<file path="src/rtl/multi_counter_sum.sv">
// multi_counter_sum
//   NUM_CH independent step counters feeding a registered pairwise adder tree.
//   The tree keeps full precision. sum is the low WIDTH bits of the total.
//   overflow is a sticky flag that sets whenever the total's upper bits are nonzero.
//
// Ports
//   clk        in   rising-edge clock
//   rst_n      in   asynchronous active-low reset; release is synchronous to clk
//   ch_en      in   per-channel count enable
//   ch_clear   in   per-channel synchronous clear; takes priority over ch_en
//   step       in   increment added to every enabled channel
//   ovf_clear  in   clears the sticky overflow flag; a same-cycle set wins
//   count_flat out  counter values; channel i at [i*WIDTH +: WIDTH]
//   sum        out  low WIDTH bits of the sum of all counters (LEVELS cycles later)
//   sum_valid  out  high once the tree pipeline holds real counts after reset
//   overflow   out  sticky: a tree total exceeded 2^WIDTH-1
module multi_counter_sum #(
    parameter int unsigned WIDTH    = 32,
    parameter int unsigned NUM_CH   = 4,
    parameter int unsigned STEP_W   = 8,
    parameter int unsigned SATURATE = 0
) (
    input  logic                     clk,
    input  logic                     rst_n,
    input  logic [NUM_CH-1:0]        ch_en,
    input  logic [NUM_CH-1:0]        ch_clear,
    input  logic [STEP_W-1:0]        step,
    input  logic                     ovf_clear,
    output logic [NUM_CH*WIDTH-1:0]  count_flat,
    output logic [WIDTH-1:0]         sum,
    output logic                     sum_valid,
    output logic                     overflow
);

    localparam int unsigned LEVELS = $clog2(NUM_CH);
    localparam int unsigned TW     = WIDTH + LEVELS;

    logic [WIDTH-1:0]  r_count      [NUM_CH];
    logic [WIDTH-1:0]  w_count_next [NUM_CH];
    logic [WIDTH:0]    w_add        [NUM_CH];

    // Heap-ordered tree: node n adds children 2n and 2n+1; leaves occupy
    // indices NUM_CH..2*NUM_CH-1 and are the counters themselves. Every path
    // from leaf to root crosses LEVELS registers, so the tree stays balanced.
    logic [TW-1:0]     r_node       [1:NUM_CH-1];
    logic [TW-1:0]     w_node_next  [1:NUM_CH-1];
    logic [TW-1:0]     w_val        [2:2*NUM_CH-1];

    logic [LEVELS-1:0] r_vld;
    logic [LEVELS-1:0] w_vld_next;
    logic              r_ovf;
    logic              w_ovf_next;

    always_comb begin
        for (int unsigned i = 0; i < NUM_CH; i++) begin
            w_add[i]        = {1'b0, r_count[i]} + (WIDTH+1)'(step);
            w_count_next[i] = r_count[i];
            if (ch_clear[i]) begin
                w_count_next[i] = '0;
            end else if (ch_en[i]) begin
                if ((SATURATE != 0) && w_add[i][WIDTH]) begin
                    w_count_next[i] = '1;
                end else begin
                    w_count_next[i] = w_add[i][WIDTH-1:0];
                end
            end
        end
    end

    always_comb begin
        for (int unsigned n = 2; n < NUM_CH; n++) begin
            w_val[n] = r_node[n];
        end
        for (int unsigned i = 0; i < NUM_CH; i++) begin
            w_val[NUM_CH+i] = TW'(r_count[i]);
        end
        for (int unsigned n = 1; n < NUM_CH; n++) begin
            w_node_next[n] = w_val[2*n] + w_val[2*n+1];
        end
    end

    // Overflow is judged on the total entering the root register so the flag
    // rises on the same edge that sum shows the truncated value.
    always_comb begin
        w_ovf_next = (r_ovf && !ovf_clear) || (|w_node_next[1][TW-1:WIDTH]);
    end

    always_comb begin
        w_vld_next    = r_vld << 1;
        w_vld_next[0] = 1'b1;
    end

    always_ff @(posedge clk or negedge rst_n) begin
        if (!rst_n) begin
            for (int unsigned i = 0; i < NUM_CH; i++) begin
                r_count[i] <= '0;
            end
            for (int unsigned n = 1; n < NUM_CH; n++) begin
                r_node[n] <= '0;
            end
            r_vld <= '0;
            r_ovf <= 1'b0;
        end else begin
            for (int unsigned i = 0; i < NUM_CH; i++) begin
                r_count[i] <= w_count_next[i];
            end
            for (int unsigned n = 1; n < NUM_CH; n++) begin
                r_node[n] <= w_node_next[n];
            end
            r_vld <= w_vld_next;
            r_ovf <= w_ovf_next;
        end
    end

    always_comb begin
        count_flat = '0;
        for (int unsigned i = 0; i < NUM_CH; i++) begin
            count_flat[i*WIDTH +: WIDTH] = r_count[i];
        end
    end

    assign sum       = r_node[1][WIDTH-1:0];
    assign sum_valid = r_vld[LEVELS-1];
    assign overflow  = r_ovf;

endmodule

</file>
<file path="config.mk">
export PLATFORM = sky130hd
export DESIGN_NAME = multi_counter_sum
export DESIGN_NICKNAME = d
export VERILOG_FILES = /design/src/rtl/multi_counter_sum.sv
export SDC_FILE = /design/constraint.sdc
export NUM_CORES = 1
export LEC_CHECK = 0
export ABC_AREA = 1
export ABC_CLOCK_PERIOD_IN_PS = 1700
export BUFFER_PORTS_ARGS = -buffer_cell sky130_fd_sc_hd__buf_4
export CAP_MARGIN = 5
export CORE_MARGIN = 2
export CORE_UTILIZATION = 55
export CTS_CLUSTER_SIZE = 20
export DETAILED_ROUTE_END_ITERATION = 8
export PLACE_DENSITY = 0.75
export SLEW_MARGIN = 5
export SYNTH_ARGS = -nofsm -noshare
export SYNTH_HDL_FRONTEND = slang
export SYNTH_SLANG_ARGS = --single-unit
</file>
<file path="constraint.sdc">
create_clock -name clk -period 1.7 [get_ports clk]
set_input_delay 0.34 -clock clk [delete_from_list [all_inputs] [get_ports clk]]
set_output_delay 0.34 -clock clk [all_outputs]
set_load 0.02 [all_outputs]
</file>
==> results of run 1 <==
## stage by stage
step	utilization	setup TNS, ns	instances	hold slack [ns]
detailed placement	0.716	-34.64	3728	0.222
global placement	0.716	-26.75	3728	0.221
floorplan	-	-3.09	2729	0.0444
CTS	0.838	-11.87	3823	0.0722
## routing by layer
layer,GRT overflow,GRT usage
met1,9,0.798
met4,137,0.875
met5,0,0.381
met2,137,0.968
met3,15,0.694
## logic make-up after synthesis
group	Yosys count	synth area share
AO/OA/AOI/OAI	306	0.0888
XOR/XNOR	78	0.0374
adder cells (fa/ha/maj)	136	0.0961
buffers and inverters	436	0.0974
flip-flops	229	0.314
other	1	0.000205
AND/OR/NAND/NOR	1543	0.366
## cells in the mapped netlist, drive strengths merged, types with 3 or more instances
cell / n
xnor2: 24
or2: 6
nor2: 334
fa: 7
dfrtp: 229
o21bai: 11
xor2: 54
clkbuf: 3
inv: 384
o21a: 6
a21boi: 9
ha: 129
nand2: 868
a21oi: 165
clkinv: 3
nand3b: 6
o22ai: 5
and2: 5
nor4: 4
nand4: 56
nor3b: 5
nand3: 192
o21ai: 105
buf: 46
nor3: 66
## what timing repair did
| action | in CTS |
|---|---|
| endpoints found under the hold margin | 213 |
| hold buffers | 5 |
| pin swaps | 158 |
| buffers inserted | 36 |
| cloned | 4 |
| endpoints found under the setup margin | 200 |
| resized for setup | 566 |
==> metrics.yaml, run 1 <==
synth_edf_count: 0
grt_max_degree: 50
rows: 66
timing.grt.repair.worst_endpoint: "r_node[26]$_DFF_PN0_/D"
synth_area_um2: 18300
track_usage: 0.822
dpl_cell_area_um2: 23400
gr-total-overflow: 298
cts_buffers: 27
numClockSinks: 229
yosysSeqAreaShare: 0.314
syn_area_per_cell_um2: 6.69
firstError: "[ERROR GRT-0232] Routing congestion too high. Check the congestion heatmap in the GUI."
status: "stopped before the end"
ys_ff_latch: 229
stop_stage: "global routing"
place.gp.congestion: 1.03
start_util: 0.559
die_w_um: 186
netlist.area_leader.share: 0.314
ys_types: 52
synthTopCellsByArea: "dfrtp_1 31%, nand2_1 17%, ha_1 8.8%"
cts_root_buf: "clkbuf_16"
synth_nets: 2884
cts_max_level: 1
synth-async-reset-ratio: 1.00
die_y_um: 186
port_buffers: 180
worst-ep-kind: "sequential cell input"
synthFlopType: "dfrtp_1"
io_pins: 181
place_hpwl_um: 53500
dp_slack_ns: -0.509
yosysTopAreaCell: "dfrtp_1"
yosysWarnings: 0
synthCells: 2729
cts_buffer_depth: 3
==> run 2: changes to the inputs <==
- ABC_CLOCK_PERIOD_IN_PS: 1700 -> 2200
- CORE_UTILIZATION: 55 -> 40
- CTS_CLUSTER_SIZE: 20 -> default
- PLACE_DENSITY: 0.75 -> default
- PLACE_DENSITY_LB_ADDON: default -> 0.15
- clock period: 1.7 -> 2.2 ns (I/O delays scaled with it)
==> run 2 against run 1 <==
  * The run now ends clean
  * Synthesized area is the same
  * Synthesized cell count is the same
==> metrics.yaml, run 2 <==
status: "completed"
clk_latency_ns: 0.58
cts_tree: "done"
drc_errors: 0
power_density_nw_per_um2: 568
antenna_cells: 0
cp_max_fo: 4
die_y_um: 218  # +17%
synth_area_um2: 18300  # unchanged
yosysSeqAreaShare: 0.314  # unchanged
first_pass_iters: 5
rows: 78  # +18%
syn_to_final_growth_pct: 21.1
io_pins: 181  # unchanged
ys_ff_latch: 229  # unchanged
drive_gt1_frac: 0.155
vias: 18600
cts_buffer_depth: 3  # unchanged
grt.busiest_layer: "met2"
synthFlopType: "dfrtp_1"
viasPerCell: 5.10
finalCritPeriodShare: 0.961
path_clk_slew_ns: 0.06
netlist.area_leader.share: 0.314  # unchanged
grt_use_met3: 0.0285
rrSetupSlack_ns: 0.09
dieArea_um2: 47300
crit_arrival_ns: 2.59
timing.rr.end: "r_node[20]"
yosysTopAreaCell: "dfrtp_1"
synth_edf_count: 0  # unchanged
design_area_um2: 22100
post-route-min-period_ns: 2.11
max_cap_viol_count: 0
ys_types: 52  # unchanged
tns_ns: 0
cts_root_buf: "clkbuf_16"
synthCells: 2729  # unchanged
hold_violations: 0
fin_skew_ns: 0.0162
wl_um: 61600
reg2regPathDepth: 8
track_usage: 0.261
cts_buffers: 29  # +7.4%
dpl_cell_area_um2: 21000  # -10%
start_util: 0.404  # -0.156
wire_per_inst_um: 16.9
hold_path_depth: 2
synth_common_cells: "837 x nand2_1, 375 x inv_1, 315 x nor2_1"
worstSetupStartpointType: "flip-flop"
finalPower_mw: 12.6
rsz0062_at_grt: "yes"
use_met1: 0.378
antenna_found_initial: 0
yosysMostFrequentCell: "nand2_1"
grt_max_degree: 48
synth_nets: 2884  # unchanged
numClockSinks: 229  # unchanged
timing.rr.start: "count_flat[115]"
startpoint: "count_flat[115]"
synth-async-reset-ratio: 1.00  # unchanged
place_hpwl_um: 50900  # -4.9%
die_w_um: 218  # +17%
port_buffers: 180  # unchanged
worstPathRequired_ns: 2.68
mostFrequentLayoutCells: "829 x nand2_1, 375 x inv_1, 315 x nor2_1"
synthTopCellsByArea: "dfrtp_1 31%, nand2_1 17%, ha_1 8.8%"
met2_usage: 0.415
gr-total-overflow: 0
layout_commonest_cell: "nand2_1"
cellLeakagePower_nw: 12.1
cts_max_level: 1  # unchanged
syn_area_per_cell_um2: 6.69  # unchanged
max_freq_ghz: 0.473
ir_drop_mv: 0.533
largest_reg_flops: 128
min_to: "count_flat[84]"
grt_pass1_vias: 17800
hp-class: "in2reg"
grt_first_pass_wirelength_um: 97500
core-area_um2: 45200
final_nets: 3174
ant_nets: 0
yosysWarnings: 0  # unchanged
criticalPathCategory: "reg2reg"
critPathCaptureType: "flip-flop"
hold_start: "ch_clear[2]"
setup_viol: 0
place.gp.congestion: 0.968  # -6.0%
maxSlewViolCount: 0
drt_iter0_markers: 1359
## run 2: cell counts after synthesis
No cell type changed its count.
## run 2: metal layers
layer,share of wire,routed length [um],vias up
li1,-,-,9302
met1,0.47,29100,8607
met2,0.44,27300,593
met3,0.061,3770,81
met4,0.024,1450,0
met5,0,0,-
## run 2: metrics by stage
stage | setup WS [ns] | util | std cells | hold WS [ns]
final | 0.0863 | 0.489 | 3641 | 0.0530
after global placement | -0.0123 | 0.465 | 3584 | 0.335
after global routing | -0.00428 | 0.489 | 3641 | 0.0464
after floorplan | 0.171 | - | 2729 | 0.144
after CTS | 0.0357 | 0.487 | 3638 | 0.0308
after detailed placement | -0.0195 | 0.465 | 3584 | 0.337
## run 2: cell families after synthesis
kind of cell / synth area share
AOI/OAI and AO/OA: 0.0888
xor gates and xnor gates: 0.0374
adders and majority gates: 0.0961
buffers and inverters: 0.0974
DFF: 0.314
other: 0.000205
and+or+nand+nor: 0.366
## run 2: worst max path at each step
| stage | to | cells past startpoint |
|---|---|---|
| floorplan | r_node[30] | 12 |
| global placement | r_node[66] | 12 |
| detailed placement | r_node[62] | 12 |
| CTS | r_node[62] | 12 |
| global route | count_flat[30] | 13 |
| finish | r_node[20] | 8 |
## run 2: repair_timing
item,CTS,global route
endpoints found under the hold margin,41,0
gates resized for setup,1,24
setup buffers,0,3
pin swaps,0,1
hold buffers,1,0
endpoints found under the setup margin,2,35
## run 2: power breakdown
part           internal, mW  switching, mW
Combinational          1.07           1.83
Clock                  2.95           1.95
Sequential             4.51          0.259
Total                  8.54           4.03
## run 2: layout make-up
cell class / count / area [um^2]
inverters: 387 / 1450
flip-flops and latches: 229 / 5740
clock inverters: 11 / 154
clock buffers: 42 / 825
fillers: 4553 / 23100
multi-input cells: 2064 / 10800
well taps: 600 / 751
repair buffers: 308 / 2370
## run 2: worst max-delay path, cell delays in order, from the launching register on
cell and delay (ns):
dfrtp_1 0.50, ha_1 0.45, nand2_1 0.12, nor2_1 0.16, inv_1 0.09, nor2_1 0.23
nand3_1 0.13, nand3_1 0.12, xor2_1 0.23
Power figures use the tool's default switching activity.
